===== src/rtl/ma_cvxif_dispatch.sv =====
// ma_cvxif_dispatch: CVXIF custom-0 front-end feeding an in-order command FIFO to the matrix accelerator.
// Optional performance counters are built only when MA_CVXIF_PERF_EN is defined.
module ma_cvxif_dispatch #(
  parameter int IdWidth  = 3,
  parameter int CmdDepth = 4,
  parameter int XLen     = 32
) (
  input  logic               clk_i,
  input  logic               rst_i,
  input  logic               issue_valid_i,
  output logic               issue_ready_o,
  input  logic [31:0]        issue_instr_i,
  input  logic [IdWidth-1:0] issue_id_i,
  input  logic [XLen-1:0]    issue_rs1_i,
  input  logic [XLen-1:0]    issue_rs2_i,
  output logic               issue_accept_o,
  output logic               issue_writeback_o,
  input  logic               commit_valid_i,
  input  logic [IdWidth-1:0] commit_id_i,
  input  logic               commit_kill_i,
  output logic               cmd_valid_o,
  input  logic               cmd_ready_i,
  output logic [9:0]         cmd_op_o,
  output logic [XLen-1:0]    cmd_rs1_o,
  output logic [XLen-1:0]    cmd_rs2_o,
  output logic [IdWidth-1:0] cmd_id_o,
  output logic               cmd_wb_o,
  input  logic               rsp_valid_i,
  output logic               rsp_ready_o,
  input  logic [IdWidth-1:0] rsp_id_i,
  input  logic [XLen-1:0]    rsp_data_i,
  output logic               result_valid_o,
  input  logic               result_ready_i,
  output logic [IdWidth-1:0] result_id_o,
  output logic [XLen-1:0]    result_data_o,
  output logic [4:0]         result_rd_o,
  output logic               result_we_o,
  output logic [31:0]        perf_accepted_o,
  output logic [31:0]        perf_killed_o
);

  localparam int NumSlots = 2**IdWidth;
  localparam int PtrW     = $clog2(CmdDepth);

  typedef struct packed {
    logic [9:0]      op;
    logic [XLen-1:0] rs1;
    logic [XLen-1:0] rs2;
    logic            wb;
  } slot_t;

  typedef struct packed {
    logic [9:0]         op;
    logic [XLen-1:0]    rs1;
    logic [XLen-1:0]    rs2;
    logic [IdWidth-1:0] id;
    logic               wb;
  } cmd_t;

  logic                active_q, active_d;
  logic [NumSlots-1:0] slot_valid_q, slot_valid_d;
  slot_t               slot_q [NumSlots];
  slot_t               slot_d [NumSlots];
  logic [4:0]          rd_q [NumSlots];
  logic [4:0]          rd_d [NumSlots];
  logic [NumSlots-1:0] wb_tbl_q, wb_tbl_d;
  logic [IdWidth:0]    pend_cnt_q, pend_cnt_d;

  cmd_t                fifo_q [CmdDepth];
  cmd_t                fifo_d [CmdDepth];
  logic [PtrW-1:0]     wr_ptr_q, wr_ptr_d, rd_ptr_q, rd_ptr_d;
  logic [PtrW:0]       fifo_cnt_q, fifo_cnt_d;

  logic                result_valid_q, result_valid_d;
  logic [IdWidth-1:0]  result_id_q, result_id_d;
  logic [XLen-1:0]     result_data_q, result_data_d;
  logic [4:0]          result_rd_q, result_rd_d;

  logic dec_match_s, dec_wb_s, issue_alloc_s;
  logic commit_hit_s, push_s, kill_s, pop_s, rsp_fire_s;
  cmd_t head_s;

  assign dec_match_s = (issue_instr_i[6:0] == 7'b0001011);
  assign dec_wb_s    = dec_match_s && issue_instr_i[14] && (issue_instr_i[11:7] != 5'd0);

  // active_q keeps ready low while in reset and for the first cycle after release
  assign issue_ready_o = active_q && !slot_valid_q[issue_id_i] &&
                         ((32'(fifo_cnt_q) + 32'(pend_cnt_q)) < 32'(CmdDepth));

  assign issue_alloc_s     = issue_valid_i && issue_ready_o && dec_match_s;
  assign issue_accept_o    = issue_alloc_s;
  assign issue_writeback_o = issue_alloc_s && dec_wb_s;

  assign commit_hit_s = commit_valid_i && slot_valid_q[commit_id_i];
  assign push_s       = commit_hit_s && !commit_kill_i;
  assign kill_s       = commit_hit_s && commit_kill_i;

  assign head_s      = fifo_q[rd_ptr_q];
  assign cmd_valid_o = (fifo_cnt_q != '0);
  assign pop_s       = cmd_valid_o && cmd_ready_i;
  assign cmd_op_o    = cmd_valid_o ? head_s.op  : 10'd0;
  assign cmd_rs1_o   = cmd_valid_o ? head_s.rs1 : '0;
  assign cmd_rs2_o   = cmd_valid_o ? head_s.rs2 : '0;
  assign cmd_id_o    = cmd_valid_o ? head_s.id  : '0;
  assign cmd_wb_o    = cmd_valid_o && head_s.wb;

  assign rsp_ready_o = !result_valid_q || result_ready_i;
  assign rsp_fire_s  = rsp_valid_i && rsp_ready_o;

  assign result_valid_o = result_valid_q;
  assign result_id_o    = result_id_q;
  assign result_data_o  = result_data_q;
  assign result_rd_o    = result_rd_q;
  assign result_we_o    = result_valid_q;

  // Next state for pending table, command FIFO and result register
  always_comb begin
    active_d       = 1'b1;
    slot_valid_d   = slot_valid_q;
    slot_d         = slot_q;
    rd_d           = rd_q;
    wb_tbl_d       = wb_tbl_q;
    fifo_d         = fifo_q;
    wr_ptr_d       = wr_ptr_q;
    rd_ptr_d       = rd_ptr_q;
    result_valid_d = result_valid_q;
    result_id_d    = result_id_q;
    result_data_d  = result_data_q;
    result_rd_d    = result_rd_q;

    if (issue_alloc_s) begin
      slot_valid_d[issue_id_i] = 1'b1;
      slot_d[issue_id_i].op    = {issue_instr_i[31:25], issue_instr_i[14:12]};
      slot_d[issue_id_i].rs1   = issue_rs1_i;
      slot_d[issue_id_i].rs2   = issue_rs2_i;
      slot_d[issue_id_i].wb    = dec_wb_s;
      rd_d[issue_id_i]         = issue_instr_i[11:7];
      wb_tbl_d[issue_id_i]     = dec_wb_s;
    end

    // Ready reservation guarantees the issue and commit IDs differ
    if (commit_hit_s) begin
      slot_valid_d[commit_id_i] = 1'b0;
    end

    if (push_s) begin
      fifo_d[wr_ptr_q].op  = slot_q[commit_id_i].op;
      fifo_d[wr_ptr_q].rs1 = slot_q[commit_id_i].rs1;
      fifo_d[wr_ptr_q].rs2 = slot_q[commit_id_i].rs2;
      fifo_d[wr_ptr_q].id  = commit_id_i;
      fifo_d[wr_ptr_q].wb  = slot_q[commit_id_i].wb;
      wr_ptr_d             = wr_ptr_q + PtrW'(1);
    end

    if (pop_s) begin
      rd_ptr_d = rd_ptr_q + PtrW'(1);
    end

    if (rsp_fire_s && wb_tbl_q[rsp_id_i]) begin
      result_valid_d = 1'b1;
      result_id_d    = rsp_id_i;
      result_data_d  = rsp_data_i;
      result_rd_d    = rd_q[rsp_id_i];
    end else if (result_valid_q && result_ready_i) begin
      result_valid_d = 1'b0;
    end

    fifo_cnt_d = fifo_cnt_q + (PtrW+1)'(push_s) - (PtrW+1)'(pop_s);
    pend_cnt_d = pend_cnt_q + (IdWidth+1)'(issue_alloc_s) - (IdWidth+1)'(commit_hit_s);
  end

  // State registers
  always_ff @(posedge clk_i or posedge rst_i) begin
    if (rst_i) begin
      active_q       <= 1'b0;
      slot_valid_q   <= '0;
      wb_tbl_q       <= '0;
      pend_cnt_q     <= '0;
      wr_ptr_q       <= '0;
      rd_ptr_q       <= '0;
      fifo_cnt_q     <= '0;
      result_valid_q <= 1'b0;
      result_id_q    <= '0;
      result_data_q  <= '0;
      result_rd_q    <= 5'd0;
      for (int i = 0; i < NumSlots; i++) begin
        slot_q[i] <= '0;
        rd_q[i]   <= 5'd0;
      end
      for (int i = 0; i < CmdDepth; i++) begin
        fifo_q[i] <= '0;
      end
    end else begin
      active_q       <= active_d;
      slot_valid_q   <= slot_valid_d;
      slot_q         <= slot_d;
      rd_q           <= rd_d;
      wb_tbl_q       <= wb_tbl_d;
      pend_cnt_q     <= pend_cnt_d;
      fifo_q         <= fifo_d;
      wr_ptr_q       <= wr_ptr_d;
      rd_ptr_q       <= rd_ptr_d;
      fifo_cnt_q     <= fifo_cnt_d;
      result_valid_q <= result_valid_d;
      result_id_q    <= result_id_d;
      result_data_q  <= result_data_d;
      result_rd_q    <= result_rd_d;
    end
  end

`ifdef MA_CVXIF_PERF_EN
  logic [31:0] perf_acc_q, perf_acc_d, perf_kill_q, perf_kill_d;

  // Wrapping event counters
  always_comb begin
    perf_acc_d  = perf_acc_q + 32'(issue_alloc_s);
    perf_kill_d = perf_kill_q + 32'(kill_s);
  end

  // Counter registers
  always_ff @(posedge clk_i or posedge rst_i) begin
    if (rst_i) begin
      perf_acc_q  <= 32'd0;
      perf_kill_q <= 32'd0;
    end else begin
      perf_acc_q  <= perf_acc_d;
      perf_kill_q <= perf_kill_d;
    end
  end

  assign perf_accepted_o = perf_acc_q;
  assign perf_killed_o   = perf_kill_q;
  logic unused_s;
  assign unused_s = ^issue_instr_i[24:15];
`else
  assign perf_accepted_o = 32'd0;
  assign perf_killed_o   = 32'd0;
  logic unused_s;
  assign unused_s = ^{issue_instr_i[24:15], kill_s};
`endif

endmodule

===== config.mk =====
export PLATFORM = sky130hd
export DESIGN_NAME = ma_cvxif_dispatch
export DESIGN_NICKNAME = d
export VERILOG_FILES = /design/src/rtl/ma_cvxif_dispatch.sv
export SDC_FILE = /design/constraint.sdc
export NUM_CORES = 2
export LEC_CHECK = 0
export ABC_AREA = 1
export CAP_MARGIN = 30
export CELL_PAD_IN_SITES_DETAIL_PLACEMENT = 0
export CELL_PAD_IN_SITES_GLOBAL_PLACEMENT = 1
export CORE_MARGIN = 8
export CORE_UTILIZATION = 48
export CTS_CLUSTER_SIZE = 12
export DETAILED_ROUTE_END_ITERATION = 16
export PLACE_DENSITY_LB_ADDON = 0.08
export SLEW_MARGIN = 0
export SYNTH_ARGS = -nofsm -noshare
export SYNTH_HDL_FRONTEND = slang
export SYNTH_SLANG_ARGS = --single-unit

===== constraint.sdc =====
create_clock -name clk_i -period 107.3 [get_ports clk_i]
set_input_delay 21.46 -clock clk_i [delete_from_list [all_inputs] [get_ports clk_i]]
set_output_delay 21.46 -clock clk_i [all_outputs]
set_load 0.02 [all_outputs]

=== Word level (Yosys, flattened, before mapping) ===
Cells that the tools add are included.

* Flip-flop bits (word level): 1021
* Word-level logic and storage cells: 183

* Equality and inequality tests: 1
* Multiplexer cells: 58
* Order comparisons: 13
* Add/subtract/negate cells: 7
* Bitwise operators: 8
* Reduce and logical (&&, ||, !) cells: 25

{| class="wikitable"
|+ Operator list
! operator !! count
|-
| bitwise mux 600 bit || 4
|-
| bitwise mux 312 bit || 5
|-
| demux 75 bit (select 3 bit) || 4
|-
| demux 78 bit (select 2 bit) || 5
|-
| two-way mux 78 bit || 3
|-
| binary-select mux 75 bit (select 3 bit) || 1
|-
| two-way mux 75 bit || 3
|-
| binary-select mux 78 bit (select 2 bit) || 1
|-
| two-way mux 68 bit || 1
|-
| two-way mux 65 bit || 1
|-
| two-way mux 32 bit || 2
|-
| bitwise mux 40 bit || 1
|-
| two-way mux 36 bit || 1
|-
| two-way mux 33 bit || 1
|-
| logical AND 1 bit || 18
|-
| two-way mux 8 bit || 2
|-
| binary-select mux 5 bit (select 3 bit) || 1
|-
| demux 5 bit (select 3 bit) || 1
|-
| two-way mux 5 bit || 3
|-
| greater-or-equal comparator 4 bit (second input constant) || 3
|-
| less-than comparator 3 x 4 -> 1 bit (second input constant) || 3
|-
| inverter 3 -> 4 bit || 3
|-
| two-way mux 10 bit || 1
|-
| binary-select mux 1 bit (select 3 bit) || 3
|-
| 26 further kinds || 41
|}

=== Depth between registers and ports, before layout ===
* Word-level depth: 10
* Mapped depth: 16
* Gate-level depth less buffers: 14

=== Worst setup path before layout ===
OpenSTA, ideal clock, no wires.

* Kind: in2out
* From: input port issue_instr_i[3]
* To: output port issue_writeback_o
* Data arrival time: 22.900 ns
* Stages on the path: 8
* Path slack: 62.940 ns
* Data required time: 85.840 ns
* Cell sequence: nand2_1 nor2_1 nand3_2 nor2_8 buf_6 buf_6 nand2_1 nor3_1

* Longest elaborated chain between the ends: 4

{| class="wikitable"
|+ RTL lines
! item !! RTL line !! RTL
|-
| from (decl) || 12 || <nowiki>input logic [31:0] issue_instr_i,</nowiki>
|-
| equality test 7 x 4 -> 1 bit * || 83 || <nowiki>assign dec_match_s = (issue_instr_i[6:0] == 7'b0001011);</nowiki>
|-
| logical AND 1 bit (2 in series) || 84 || <nowiki>assign dec_wb_s = dec_match_s && issue_instr_i[14] && (issue_instr_i[11:7] != 5'd0);</nowiki>
|-
| logical AND 1 bit * || 92 || <nowiki>assign issue_writeback_o = issue_alloc_s && dec_wb_s;</nowiki>
|-
| to (decl) || 17 || <nowiki>output logic issue_writeback_o,</nowiki>
|}

Mark *: on every way between the ends. The rest lies on a longest branch, timed or not.

=== Worst setup path after layout ===
* From: input port issue_id_i[0]
* To: output port issue_ready_o

* Longest elaborated chain between the ends: 5

{| class="wikitable"
|+ RTL lines
! item !! RTL line !! RTL
|-
| from (decl) || 13 || <nowiki>input logic [IdWidth-1:0] issue_id_i,</nowiki>
|-
| binary-select mux 1 bit (select 3 bit) || 87 || <nowiki>assign issue_ready_o = active_q && !slot_valid_q[issue_id_i] &&</nowiki>
|-
| two-way mux 1 bit (not written as such) || 87 ||
|-
| logical NOT 1 bit || 87 ||
|-
| logical AND 1 bit (2 in series) || 87 ||
|-
| to (decl) || 11 || <nowiki>output logic issue_ready_o,</nowiki>
|}

No other way between the ends. The select of a mux whose other input is x is not followed.

==> flow_summary.yaml <==
status:
  status: "finished, final reports clean"
critical_path:
  setup.reg_to_reg.worst_slack_ns: 101.38
  arrival_ns: 24.47
  r2r-end: "slot_q[44]$_DFFE_PP0P_"
  critPathCaptureType: "output port"
  cp-endpoint: "issue_ready_o"
  critPathLaunch: "issue_id_i[0]"
  r2r-start: "pend_cnt_q[2]$_DFF_PP0_"
  crit_type: "in -> out"
  cp.required_ns: 85.84
  rr_worst_depth: 13
  startpoint_type: "primary input"
  critPathMaxFanout: 87
final_layout:
  ff_latch_area_sq_um: 25600
  synthToLayoutAreaGrowth_pct: 11.1
  fin_nets: 7130
  mostFrequentLayoutCell: "nand2_1"
  fin_area_sq_um: 59000
  multiInputGateArea_sq_um: 23700
  drive_gt1_frac: 0.0494
  final_cells: 8559
  fillers: 10800
  fin_util: 0.536
  final_cell_mix: "nand2_1 (3644), dfrtp_1 (1019), nand4_1 (952), nor2_1 (375), clkdlybuf4s50_1 (256)"
timing:
  final.setup.tns_ns: 0
  tightestPinTransition_ns: 1.15
  slew_viol_final: 0
  layout_min_cycle_time_ns: 45.93
  max-slew-margin-rel: 0.232
  hold_viol_final: 0
  rsz0062_at_grt: "no"
  period_share: 0.428
  fmax_mhz: 21.8
  fin_skew_ns: 0.0233
  setup_violations: 0
global_route:
  grt_util_all_layers: 0.300
  grt_pass1_wl_mm: 289
  grt_pass1_vias: 46600
  antenna_found_initial: 18
  grt_max_degree: 243
  overflow: 0
power_and_ir_drop:
  vdd_ir_drop_max_mv: 0.0160
  pwr-share-clk: 0.363
  p_int_w: 0.000723
  leakage_nw: 32.1
  pwr-share-seq: 0.365
  combPwrFrac: 0.272
  switching_power_w: 0.000382
  switching_share: 0.346
  power_density_nw_per_um2: 18.7
yosys:
  netlist_area_sq_um: 53100
  seq_area_frac_synth: 0.481
  yosys_warnings: 0
  synth.distinct_cells: 33
  syn_area_per_cell_sq_um: 7.40
  synth_cells: 7177
  synth_seq_cells: 1021
drt:
  dr_total_vias: 48800
  viasPerCell: 5.70
  drtIter0Drc: 5170
  wl_mm: 188
  ant_nets: 0
  drcViolationCount: 0
  drt_pass1_iterations: 6
  wl_per_cell_um: 21.9
die:
  die_y_um: 349
  die_x_um: 349
  rows: 122
  ioPinCount: 334
  initial_core_util: 0.482
  die_area_sq_um: 122000
  core_sq_um: 110000
cts:
  cts.sinks: 1021
  clk_pin_slew_ns: 0.05
  cts_resized: 0
  post-cts-setup-buffer-count: 0
  cts_tree: "built"
  htree_levels: 3
  clockBufferDepth: 3
  insertion_delay_ns: 0.70
  postCtsHoldBufs: 0
  root_buffer: "clkbuf_16"
  cts_made_buffers: 116
run:
  drv_cap: 0
place:
  portBuffers: 259
  dp_cells: 8336
  place_area_sq_um: 55000
  dp_hpwl_mm: 99.2
  place_congestion: 0.810
min_path:
  hold_class: "reg -> reg"
## synth_stat cells, drive strengths merged
cell type,instances,area share
a21boi,1,0.00014
conb,2,0.00014
clkbuf,308,0.023
nand3b,1,0.00014
fa,2,0.00075
a21oi,87,0.0083
xnor2,4,0.00066
nand2,3646,0.26
o21ai,191,0.018
inv,49,0.0036
nand4,964,0.12
nor3,2,0.00019
ha,12,0.0028
nand3,52,0.0050
xor2,3,0.00049
buf,444,0.052
dfrtp,1021,0.48
nor2,388,0.029
## cell type report
class                      instances  area share
tap                             1488      0.0315
antenna                           11    0.000466
clock inverter                    27     0.00405
clock buffer                     180      0.0609
inverter                          49     0.00377
sequential                      1021       0.433
multi-input combinational       5418       0.402
timing repair buffer             365      0.0643
## metrics by stage
| stage | setup slack (ns) | power (W) | hold slack, ns |
|---|---|---|---|
| after floorplan | 57.11 | 0.000587 | 0.444 |
| after global placement | 61.39 | 0.000708 | 0.453 |
| after detailed placement | 61.38 | 0.000710 | 0.457 |
| after CTS | 61.38 | 0.00111 | 0.472 |
| after global routing | 61.24 | 0.00115 | 0.488 |
| final | 61.37 | 0.00111 | 0.466 |
## critical path, cell delays in order
cell and delay, ns:
clkdlybuf4s50_1 0.76, inv_6 0.28, nand2_1 0.08, nand3_1 0.10, nand3_1 0.12, nor2_4 0.10, buf_4 0.73, clkdlybuf4s50_1 0.76
## worst min path at each step
stage                                  start                       endpoint  cells after the start
2_1_floorplan           rd_q[24]$_DFFE_PP0P_           rd_q[24]$_DFFE_PP0P_                      2
3_3_place_gp      result_id_o[0]$_DFFE_PP0P_     result_id_o[0]$_DFFE_PP0P_                      2
3_5_place_dp   result_data_o[16]$_DFFE_PP0P_  result_data_o[16]$_DFFE_PP0P_                      2
4_1_cts        result_data_o[10]$_DFFE_PP0P_  result_data_o[10]$_DFFE_PP0P_                      2
5_1_grt              fifo_q[169]$_DFFE_PP0P_        fifo_q[169]$_DFFE_PP0P_                      2
6_report       result_data_o[13]$_DFFE_PP0P_  result_data_o[13]$_DFFE_PP0P_                      2
## power by group through the flow
stage	registers, W	clock network [W]	logic [W]
6_report	0.000403	0.000401	0.000300
5_1_grt	0.000405	0.000421	0.000321
4_1_cts	0.000403	0.000407	0.000301
3_5_place_dp	0.000410	0	0.000300
3_3_place_gp	0.000410	0	0.000298
2_1_floorplan	0.000412	0	0.000175
## kinds of logic after synthesis
kind of cell    after synthesis  share of synthesized area
buf+inv                     801                     0.0791
flops                      1021                      0.481
fa+ha+maj                    14                    0.00358
other cells                   2                   0.000141
compound gates              279                     0.0265
xor+xnor                      7                    0.00115
simple gates               5053                      0.409
## layer usage
layer  track usage  share of wire
met1         0.408           0.42
met2         0.495           0.47
met3        0.0458          0.075
met4        0.0938          0.032
met5             0       0.000059
## state kept, by name, summed over array words and instances (netlist names)
signal / cells
slot_valid_q: 8
pend_cnt_q: 4
result_rd_o: 5
wb_tbl_q: 8
active_q: 1
result_valid_o: 1
fifo_q: 312
rd_q: 40
slot_q: 600
wr_ptr_q: 2
result_id_o: 3
fifo_cnt_q: 3
result_data_o: 32
rd_ptr_q: 2
Power figures use the tool's default switching activity.
